[src/rtl/ysyx_22050039_mem_arbiter.sv]
// Two-requester arbiter for the single memory port: load/store has priority,
// instruction fetch is guaranteed a grant after STARVE_MAX consecutive losses.
module ysyx_22050039_mem_arbiter #(
    parameter int XLEN       = 64,
    parameter int STARVE_MAX = 4
) (
    input  logic            clk,
    input  logic            rst,
    input  logic            if_req_valid,
    output logic            if_req_ready,
    input  logic [XLEN-1:0] if_addr,
    output logic            if_resp_valid,
    output logic [XLEN-1:0] if_rdata,
    input  logic            ls_req_valid,
    output logic            ls_req_ready,
    input  logic [XLEN-1:0] ls_addr,
    input  logic            ls_we,
    input  logic [XLEN-1:0] ls_wdata,
    input  logic [7:0]      ls_wmask,
    output logic            ls_resp_valid,
    output logic [XLEN-1:0] ls_rdata,
    output logic            mem_req_valid,
    input  logic            mem_req_ready,
    output logic [XLEN-1:0] mem_addr,
    output logic            mem_we,
    output logic [XLEN-1:0] mem_wdata,
    output logic [7:0]      mem_wmask,
    input  logic            mem_resp_valid,
    input  logic [XLEN-1:0] mem_rdata,
    output logic            busy
);
    localparam int CW = $clog2(STARVE_MAX + 1);
    localparam logic [CW-1:0] STARVE_LIM = CW'(STARVE_MAX);

    typedef enum logic [1:0] {
        IDLE = 2'd0,
        REQ  = 2'd1,
        RESP = 2'd2
    } state_t;

    state_t          state_q, state_d;
    logic            owner_q, owner_d;
    logic [CW-1:0]   starve_cnt_q, starve_cnt_d;
    logic            mem_req_valid_q, mem_req_valid_d;
    logic [XLEN-1:0] mem_addr_q, mem_addr_d;
    logic            mem_we_q, mem_we_d;
    logic [XLEN-1:0] mem_wdata_q, mem_wdata_d;
    logic [7:0]      mem_wmask_q, mem_wmask_d;
    logic            grant_if, grant_ls, resp_fire;

    // IF only overrides LS once it has lost STARVE_MAX arbitrations in a row.
    always_comb begin
        grant_if = 1'b0;
        grant_ls = 1'b0;
        if (state_q == IDLE) begin
            if (if_req_valid && (!ls_req_valid || starve_cnt_q == STARVE_LIM)) begin
                grant_if = 1'b1;
            end else if (ls_req_valid) begin
                grant_ls = 1'b1;
            end
        end
    end

    always_comb begin
        state_d         = state_q;
        owner_d         = owner_q;
        starve_cnt_d    = starve_cnt_q;
        mem_req_valid_d = mem_req_valid_q;
        mem_addr_d      = mem_addr_q;
        mem_we_d        = mem_we_q;
        mem_wdata_d     = mem_wdata_q;
        mem_wmask_d     = mem_wmask_q;
        case (state_q)
            IDLE: begin
                if (grant_if || grant_ls) begin
                    state_d         = REQ;
                    owner_d         = grant_ls;
                    mem_req_valid_d = 1'b1;
                    if (grant_ls) begin
                        mem_addr_d  = ls_addr;
                        mem_we_d    = ls_we;
                        mem_wdata_d = ls_wdata;
                        mem_wmask_d = ls_we ? ls_wmask : 8'h00;
                    end else begin
                        mem_addr_d  = if_addr;
                        mem_we_d    = 1'b0;
                        mem_wdata_d = '0;
                        mem_wmask_d = 8'h00;
                    end
                    if (grant_if) begin
                        starve_cnt_d = '0;
                    end else if (if_req_valid && starve_cnt_q != STARVE_LIM) begin
                        starve_cnt_d = starve_cnt_q + CW'(1);
                    end
                end
            end
            REQ: begin
                if (mem_req_ready) begin
                    mem_req_valid_d = 1'b0;
                    state_d         = RESP;
                end
            end
            RESP: begin
                if (mem_resp_valid) begin
                    state_d = IDLE;
                end
            end
            default: state_d = IDLE;
        endcase
    end

    always_ff @(posedge clk or posedge rst) begin
        if (rst) begin
            state_q         <= IDLE;
            owner_q         <= 1'b0;
            starve_cnt_q    <= '0;
            mem_req_valid_q <= 1'b0;
            mem_addr_q      <= '0;
            mem_we_q        <= 1'b0;
            mem_wdata_q     <= '0;
            mem_wmask_q     <= 8'h00;
        end else begin
            state_q         <= state_d;
            owner_q         <= owner_d;
            starve_cnt_q    <= starve_cnt_d;
            mem_req_valid_q <= mem_req_valid_d;
            mem_addr_q      <= mem_addr_d;
            mem_we_q        <= mem_we_d;
            mem_wdata_q     <= mem_wdata_d;
            mem_wmask_q     <= mem_wmask_d;
        end
    end

    // Responses are only honoured after memory has taken the request.
    assign resp_fire     = (state_q == RESP) && mem_resp_valid;
    assign if_resp_valid = resp_fire && !owner_q;
    assign ls_resp_valid = resp_fire && owner_q;
    assign if_rdata      = mem_rdata;
    assign ls_rdata      = mem_we_q ? '0 : mem_rdata;

    assign if_req_ready  = grant_if;
    assign ls_req_ready  = grant_ls;
    assign mem_req_valid = mem_req_valid_q;
    assign mem_addr      = mem_addr_q;
    assign mem_we        = mem_we_q;
    assign mem_wdata     = mem_wdata_q;
    assign mem_wmask     = mem_wmask_q;
    assign busy          = (state_q != IDLE);
endmodule

[config.mk]
export PLATFORM = sky130hd
export DESIGN_NAME = ysyx_22050039_mem_arbiter
export DESIGN_NICKNAME = d
export VERILOG_FILES = /design/src/rtl/ysyx_22050039_mem_arbiter.sv
export SDC_FILE = /design/constraint.sdc
export NUM_CORES = 1
export LEC_CHECK = 0
export BUFFER_PORTS_ARGS = -buffer_cell sky130_fd_sc_hd__buf_2
export CORE_AREA = 4 4 212 214
export DETAILED_ROUTE_END_ITERATION = 10
export DIE_AREA = 0 0 216 218
export PLACE_DENSITY = 0.35
export SYNTH_ARGS = -nofsm -noshare
export SYNTH_HDL_FRONTEND = slang
export SYNTH_SLANG_ARGS = --single-unit
[constraint.sdc]
create_clock -name clk -period 7.4 [get_ports clk]
set_input_delay 1.48 -clock clk [delete_from_list [all_inputs] [get_ports clk]]
set_output_delay 1.48 -clock clk [all_outputs]
set_load 0.005 [all_outputs]
; ---- Word-level counts from Yosys, hierarchy flattened
; Index checks and enable logic that the tools add are counted.
; Widths: inputs -> output; s select.
[op_classes]
n_reduce_logical = 17
eq_ne = 7
mux = 20
addsub = 1
[op_table]
columns = op, n
row1 = $mux 64, 3
row2 = $mux 8, 2
row3 = $reduce_and 3->1, 3
row4 = $mux 1, 8
row5 = $mux 2, 3
row6 = $mux 3, 2
row7 = $pmux 2 s3, 1
row8 = $reduce_bool 2->1, 3
row9 = $logic_and 1x1->1, 5
row10 = $ne 2x2->1 const B, 2
row11 = $add 3x1->3 const B, 1
row12 = $eq 3x3->1 const B, 1
row13 = $ne 3x3->1 const B, 1
row14 = $eq 2x1->1 const B, 1
row15 = $eq 2x2->1 const B, 1
row16 = $logic_not 1->1, 2
row17 = $logic_not 2->1, 1
row18 = $logic_or 1x1->1, 2
row19 = $ne 2x1->1 const B, 1
row20 = $pmux 1 s2, 1
row21 = $reduce_and 2->1, 1
[word_totals]
register_bits = 144

; ---- Longest topological paths before layout
; Gate-level depths: netlist of run 1.
[logic_depth]
depth_word = 8
mapped_depth = 7

; ---- Worst setup path after synthesis of run 1
; OpenSTA, ideal clock, no wires.
[synth_timing]
path_type = input to output
from = input if_req_valid
to = output if_req_ready
path_slack_ns = 3.545
required_time_ns = 5.920
t_arrival_ns = 2.375
stages = 5
cell_sequence = or3b_1 > buf_2 > buf_6 > buf_6 > nor2_1
[synth_between]
elab_chain_cells = 3
[synth_lines]
columns = element, line_no
row1 = from (decl), 9  ; input logic if_req_valid,
row2 = $logic_and 1x1->1, 56  ; if (if_req_valid && (!ls_req_valid || starve_cnt_q == STARVE_LIM)) begin
row3 = $mux 1, 56
row4 = $mux 1, 55  ; if (state_q == IDLE) begin
row5 = to (decl), 10  ; output logic if_req_ready,
; No other way between the ends.

; ---- Worst setup path after layout of run 1
; Same ends and word-level chain as after synthesis.

==> summary.txt, run 1 <==
Status = finished, final reports clean
Post-synthesis mux area share = 0%
Post-CTS sizing = 0
WL final = 34700 microns
CP endpoint kind = output port
Starting Density = 15.6%
Max-cap check violation count = 0
Peak supply drop = 0.000156 V
Post-synthesis xor/xnor area fraction = 0%
Row count = 76
Pleak = 5.16 nW
Cells after DPL = 1577
Post-Synth Adder-Cell Area = 0.374%
Fin crit period = 4350 ps
Crit path max fanout = 69
CP required = 5920 ps
Vias in the first global route = 6868
Wire per inst = 21.5 microns
Final Setup Violations = 0
Final hold viol count = 0
Synth Area in Compound Gates = 20.0%
I/O pins = 542
Post-Syn Nets = 834
WHS Path Cells = 2
Clock Latency Late Sink = 450 ps
Vias per cell = 4.02
Post-synth EDFFs = 0
Non-filler instance count after layout = 1613
Drt first pass iters = 6
Crit Reg-Reg Endpoint = mem_addr[9]
Die X = 216 microns
Crit path DAT = 2870 ps
Simple-gate share of the synthesized area = 14.6%
Yosys reg bits = 144
Yosys warnings = 0
Root Driver = clkbuf_16
Count of final max-slew check failures = 0
Reg2reg start = state_q[0]
Largest family of logic cells by synthesized area = compound AO/OA/AOI/OAI gates
H-tree depth = 4
Mapped cell area = 0.00669 sq mm
Synth cell types = 26
Die span in y = 218 microns
Die area = 0.0471 sq mm
Final Net Count = 1284
Peak Freq = 230 MHz
Top_reg_cell synth = dfrtp_1
Initial antenna violation count = 23
Core Area = 0.0429 sq mm
Syn avg cell area = 11.9 sq um
Drt first-iter violations = 269
RSZ-0062 raised after global routing = no
Clock Skew = 16.0 ps
R2r worst-path depth = 4
R2r setup slk = 5000 ps
Power Density = 381 mW/mm^2
Largest net degree at the start of global routing = 86
Deepest clock path buffer count = 2
Setup bufs post-CTS = 0
Vias post-DR = 6491
FILL cells = 4742
Rel. slew slack = 27.4%
GPL Wtd Cong = 0.803
Mapped Cells = 561
Worst Path Class, Setup = input pin to output port
Routed Antenna Nets = 0
CP Launch Type = input pin
Global-route wire length before repair = 48700 microns
Final worst path period share = 58.8%
Seq/Total Area, Yosys = 53.9%
Post-synthesis async set-or-reset flop share = 100%
Ratio of cells with drive above 1 in the final layout = 57.1%
Area grow syn2layout = 51.0%
DP HPWL = 26100 microns
Gr usage total = 14.1%
Hold_sp = mem_req_valid
PortBufs = 541
Hold buffer count at cts = 0
Clock Sinks = 144
Total negative slack = 0 ps
Worst-margin pin slew = 1090 ps
Residual DRC = 0
Total grt overflow = 0
Worst hold endpoint = mem_req_valid
Hold Path Class = register to register
CTS tree = done
Clock slew at reported path FFs = 60 ps
CTS buffer count = 17
==> layer usage <==
metal / part of all wire (%) / vias to the layer above / GRT usage [%]
met5: 0.29 / - / 0
met4: 2.6 / 16 / 4.69
met3: 8.2 / 63 / 5.28
met2: 52 / 336 / 25.9
met1: 37 / 3156 / 14.9
li1: - / 2920 / -
==> cells in the final DEF, fill, tap and decap left out, drive strengths merged, types with 3 or more instances in the layout <==
master    instances
nor2              3
nor2b            64
clkinv            3
a221o            64
a22o             65
nand2             5
diode             4
nor3b            65
o21ai             6
dfrtp           144
a32o              8
buf             548
clkbuf           19
inv              11
clkinvlp          3
==> flip-flops by register name (all words and copies together) (netlist names) <==
signal,flops
mem_addr,64
mem_req_valid,1
mem_wdata,64
mem_we,1
mem_wmask,8
owner_q,1
starve_cnt_q,3
state_q,2
==> cells by family (layout without fill, tap and decap cells) <==
logic type,count (synthesis),after routing
AO/OA/AOI/OAI,146,146
adder cells (fa/ha/maj),2,2
buffers and inverters,123,586
flip-flops,144,144
other,0,4
AND/OR/NAND/NOR,146,146
==> worst max path at each step <==
| stage | from | end | depth (start not counted) |
|---|---|---|---|
| 3_5_place_dp | if_req_valid | if_req_ready | 4 |
| 4_1_cts | if_req_valid | if_req_ready | 4 |
| 3_3_place_gp | if_req_valid | if_req_ready | 4 |
| 5_1_grt | if_req_valid | if_req_ready | 4 |
| 2_1_floorplan | rst | mem_addr[0] | 1 |
| 6_report | if_req_valid | if_req_ready | 4 |
==> critical path, cell delays in order <==
cell and delay (ps):
buf_2 130, or3b_4 870, nor2_1 190, buf_2 200
==> synthesized netlist by cell type (2+ instances only) <==
cell type | count | area share [%]
dfrtp_1 | 144 | 54
a22o_1 | 65 | 8.5
nor3b_1 | 65 | 7.3
a221o_1 | 64 | 9.6
buf_4 | 64 | 7.2
nor2b_1 | 64 | 6.0
clkbuf_1 | 26 | 1.5
buf_2 | 23 | 1.7
a32o_1 | 8 | 1.2
inv_1 | 6 | 0.34
nand2_1 | 5 | 0.28
o21ai_0 | 5 | 0.37
nor2_1 | 3 | 0.17
a21oi_1 | 2 | 0.15
buf_1 | 2 | 0.11
buf_6 | 2 | 0.34
ha_1 | 2 | 0.37
nand2b_1 | 2 | 0.19
nand3_1 | 2 | 0.15
==> per-stage QoR <==
stage / utilization (%) / area, sq um / worst slack (ps) / hold slack, ps / power (mW)
floorplan: - / 6690 / 2050 / 468 / 2.17
finish: 23.5 / 10100 / 3050 / 474 / 3.84
CTS: 23.5 / 10100 / 2940 / 483 / 3.94
global placement: 22.1 / 9490 / 2950 / 461 / 3.01
global route: 23.5 / 10100 / 2930 / 501 / 4.12
detailed placement: 22.1 / 9490 / 2940 / 464 / 2.99
==> where the power goes <==
group | switching, mW | internal [mW]
registers | 0.200 | 1.14
logic | 0.850 | 0.743
clock network | 0.397 | 0.513
==> area by class of cell <==
class,instances,area (sq um),area share [%]
multi-input combinational,294,2370,23.4
clock inverter,13,151,1.50
inverter,6,27.5,0.273
timing repair buffer,548,2760,27.3
antenna,4,10.0,0.0991
tap,585,732,7.25
sequential,144,3600,35.7
clock buffer,19,443,4.39
Note: power is estimated with default switching activity, not from simulation.
==> run 2: changes to the inputs <==
Settings changed: ABC_AREA set to 1, CORE_AREA 4 4 212 214 to 4 4 210 212, DIE_AREA 0 0 216 218 to 0 0 214 216, PLACE_DENSITY 0.35 to 0.38.
Clock period 7.4 ns to 3.7 ns, I/O delays scaled along.
==> run 2 against run 1 <==
Against the previous run: sequential power up 110%; clock power rose by 100%; die area decreased by 1.8%; critical endpoint is now ls_rdata[46]; first-iteration DRC count up 31%; core utilization grew 1.5 points; sequential cell count did not move; critical path type is now register to output port; worst setup slack got worse by 2100 ps; via count is 19% higher; synthesized cell count grew 63%; highest routed layer unchanged; global-route usage is 1.2 points higher; cell count rose by 19%.
==> summary.txt, run 2 <==
Vias per cell = 4.01 (-0.25%)
PortBufs = 541 (unchanged)
Yosys reg bits = 144 (unchanged)
CTS tree = done
Reg2reg start = starve_cnt_q[0]
CP endpoint kind = output port
Final hold viol count = 0 (unchanged)
Gr usage total = 15.3% (+1.2 points)
Count of final max-slew check failures = 0 (unchanged)
Worst Path Class, Setup = register to output port
Top sig layer = met5
Multi-input logic area = 0.00248 sq mm (+4.9%)
Final worst path period share = 73.9%
Post-synthesis async set-or-reset flop share = 100% (unchanged)
Clock Latency Late Sink = 450 ps (about the same)
Reg area = 0.00360 sq mm (unchanged)
Crit path launch = mem_we
Rel. slew slack = 26.0% (-1.4 points)
Simple-gate share of the synthesized area = 33.0% (+18 points)
Core Area = 0.0419 sq mm (-2.2%)
Post-Route M1 WL = 12900 microns (+1.3%)
Total grt overflow = 0 (unchanged)
Synth Area in Compound Gates = 0.961% (-19 points)
Ratio of cells with drive above 1 in the final layout = 43.8% (-13 points)
H-tree depth = 4 (unchanged)
Final Net Count = 1633 (+27%)
Drt first pass iters = 4 (-2)
Commonest non-fill, non-tap cells in the layout = 541 x buf_2, 275 x nand2_1, 197 x nand3_1
Setup crit end = ls_rdata[46]
Routed wl met3 = 2920 microns (+3.1%)
Final Setup Violations = 0 (unchanged)
Clock Sinks = 144 (unchanged)
Seq/Total Area, Yosys = 50.3% (-3.6 points)
Vias in the first global route = 8055 (+17%)
Clock slew at reported path FFs = 60 ps (about the same)
Pleak = 6.17 nW (+19%)
Total negative slack = 0 ps (unchanged)
Largest net degree at the start of global routing = 77 (-10%)
RSZ-0062 raised after global routing = no
Synth cell count leaders = 277 x nand2_1, 197 x nand3_1, 144 x dfrtp_1
Hold buffer count at cts = 0 (unchanged)
CTS buffer count = 17 (unchanged)
Crit Reg-Reg Endpoint = mem_addr[48]
Die X = 214 microns (-0.93%)
Setup bufs post-CTS = 0 (unchanged)
Status = finished, final reports clean
Largest area contributor in the netlist = dfrtp_1
Crit path DAT = 1990 ps (-880 ps)
Die area = 0.0462 sq mm (-1.8%)
Yosys warnings = 0 (unchanged)
Peak Freq = 366 MHz
R2r worst-path depth = 9 (+5)
Post-Syn Nets = 1187 (+42%)
Initial antenna violation count = 23 (unchanged)
WL final = 36000 microns (+3.9%)
Clock Skew = 8.35 ps (-7.61 ps)
Post-synthesis xor/xnor area fraction = 0.122% (+0.12 points)
Global-route wire length before repair = 53000 microns (+8.9%)
Area grow syn2layout = 46.9%
Fin crit period = 2730 ps
Syn avg cell area = 7.83 sq um (-34%)
Drt first-iter violations = 353 (+31%)
Deepest clock path buffer count = 2 (unchanged)
Post-synthesis mux area share = 0% (unchanged)
Die span in y = 216 microns (-0.92%)
Max-cap check violation count = 0 (unchanged)
Crit path max fanout = 66 (-4.3%)
Synth cell types = 22 (-15%)
Most common cell after layout, fill and taps aside = buf_2
Post-CTS sizing = 0 (unchanged)
Largest family of logic cells by synthesized area = simple AND/OR/NAND/NOR gates
Mapped Cells = 914 (+63%)
Most common cell in the netlist = nand2_1
Root Driver = clkbuf_16
Vias post-DR = 7719 (+19%)
FILL cells = 4707 (-0.74%)
CP Launch Type = register
Post-synth EDFFs = 0 (unchanged)
Top_reg_cell synth = dfrtp_1
Metal2 WL = 18900 microns (+4.3%)
Power Density = 755 mW/mm^2 (+98%)
Total power = 7.93 mW (+110%)
Area contributors post-synth = dfrtp_1 50%, nand2_1 15%, nand3_1 14%
Row count = 75 (-1.3%)
CP required = 2960 ps (-2960 ps)
Routed Antenna Nets = 0 (unchanged)
Mapped cell area = 0.00716 sq mm (+7.1%)
Worst-margin pin slew = 1110 ps (+20.7 ps)
I/O pins = 542 (unchanged)
Hold Path Class = input pin to asynchronous set/reset pin
Wire per inst = 18.7 microns (-13%)
Starting Density = 17.1% (+1.5 points)
R2r setup slk = 1660 ps (-3340 ps)
Peak supply drop = 0.000397 V (+150%)
GPL Wtd Cong = 0.876 (+9.0%)
Post-Synth Adder-Cell Area = 0.350% (-0.025 points)
DP HPWL = 27800 microns (+6.8%)
Area share of the largest cell type after synthesis = 50.3% (-3.6 points)
Residual DRC = 0 (unchanged)
[run 2: cell count changes after synthesis, moves of 12 or more]
cell	previous run	this run
buf_2	23	35
nor3b_1	65	0
a221o_1	64	0
a22o_1	65	0
nand2_1	5	277
nor2_1	3	68
nand3_1	2	197
nor2b_1	64	0
inv_1	6	73
clkbuf_1	26	10
[run 2: power breakdown]
| part | switching [mW] | leakage, nW | total (mW) | internal, mW |
|---|---|---|---|---|
| Sequential | 0.492 | 1.81 | 2.81 | 2.32 |
| Clock | 0.749 | 0.294 | 1.83 | 1.08 |
| Combinational | 1.94 | 4.06 | 3.29 | 1.35 |
| Total | 3.19 | 6.17 | 7.93 | 4.75 |
[run 2: per-layer routing]
layer,track usage [%],vias up
met5,0,-
met4,8.00,6
met3,5.18,59
met2,27.3,379
met1,15.9,3589
li1,-,3686
[run 2: critical path: stages (launching register included)]
cell and delay [ps]:
dfrtp_2 1080, nor2_1 230, buf_2 200
[run 2: cell type report]
| class | count | share of cell area, % |
|---|---|---|
| antenna | 11 | 0.262 |
| clock buffer | 19 | 4.21 |
| clock inverter | 13 | 1.52 |
| inverter | 77 | 2.81 |
| multi-input combinational | 570 | 23.6 |
| sequential | 144 | 34.3 |
| tap | 539 | 6.42 |
| timing repair buffer | 550 | 26.9 |
[run 2: how the worst min path moves through the flow]
stage	endpoint	slack, ps	cells after the start
after global placement	mem_req_valid	460	2
after global routing	mem_wdata[28]	300	2
after CTS	mem_wdata[27]	280	2
after floorplan	mem_req_valid	460	2
final	mem_wdata[21]	300	2
after detailed placement	mem_wdata[47]	460	2
[run 2: cell families after synthesis]
kind of cell / count (synthesis)
buffers and inverters: 200
and+or+nand+nor: 555
DFF: 144
adders and majority gates: 2
AOI/OAI and AO/OA: 12
xor gates and xnor gates: 1
[run 2: metrics by stage]
| stage | cell area [sq um] | utilization (%) | setup WS (ps) | hold WS (ps) | cells |
|---|---|---|---|---|---|
| finish | 10500 | 25.1 | 967 | 298 | 1923 |
| global route | 10500 | 25.0 | 836 | 303 | 1920 |
| CTS | 10500 | 25.0 | 939 | 276 | 1912 |
| detailed placement | 9880 | 23.6 | 1410 | 459 | 1880 |
| global placement | 9880 | 23.6 | 1410 | 457 | 1880 |
| floorplan | 7160 | - | 1150 | 464 | 914 |
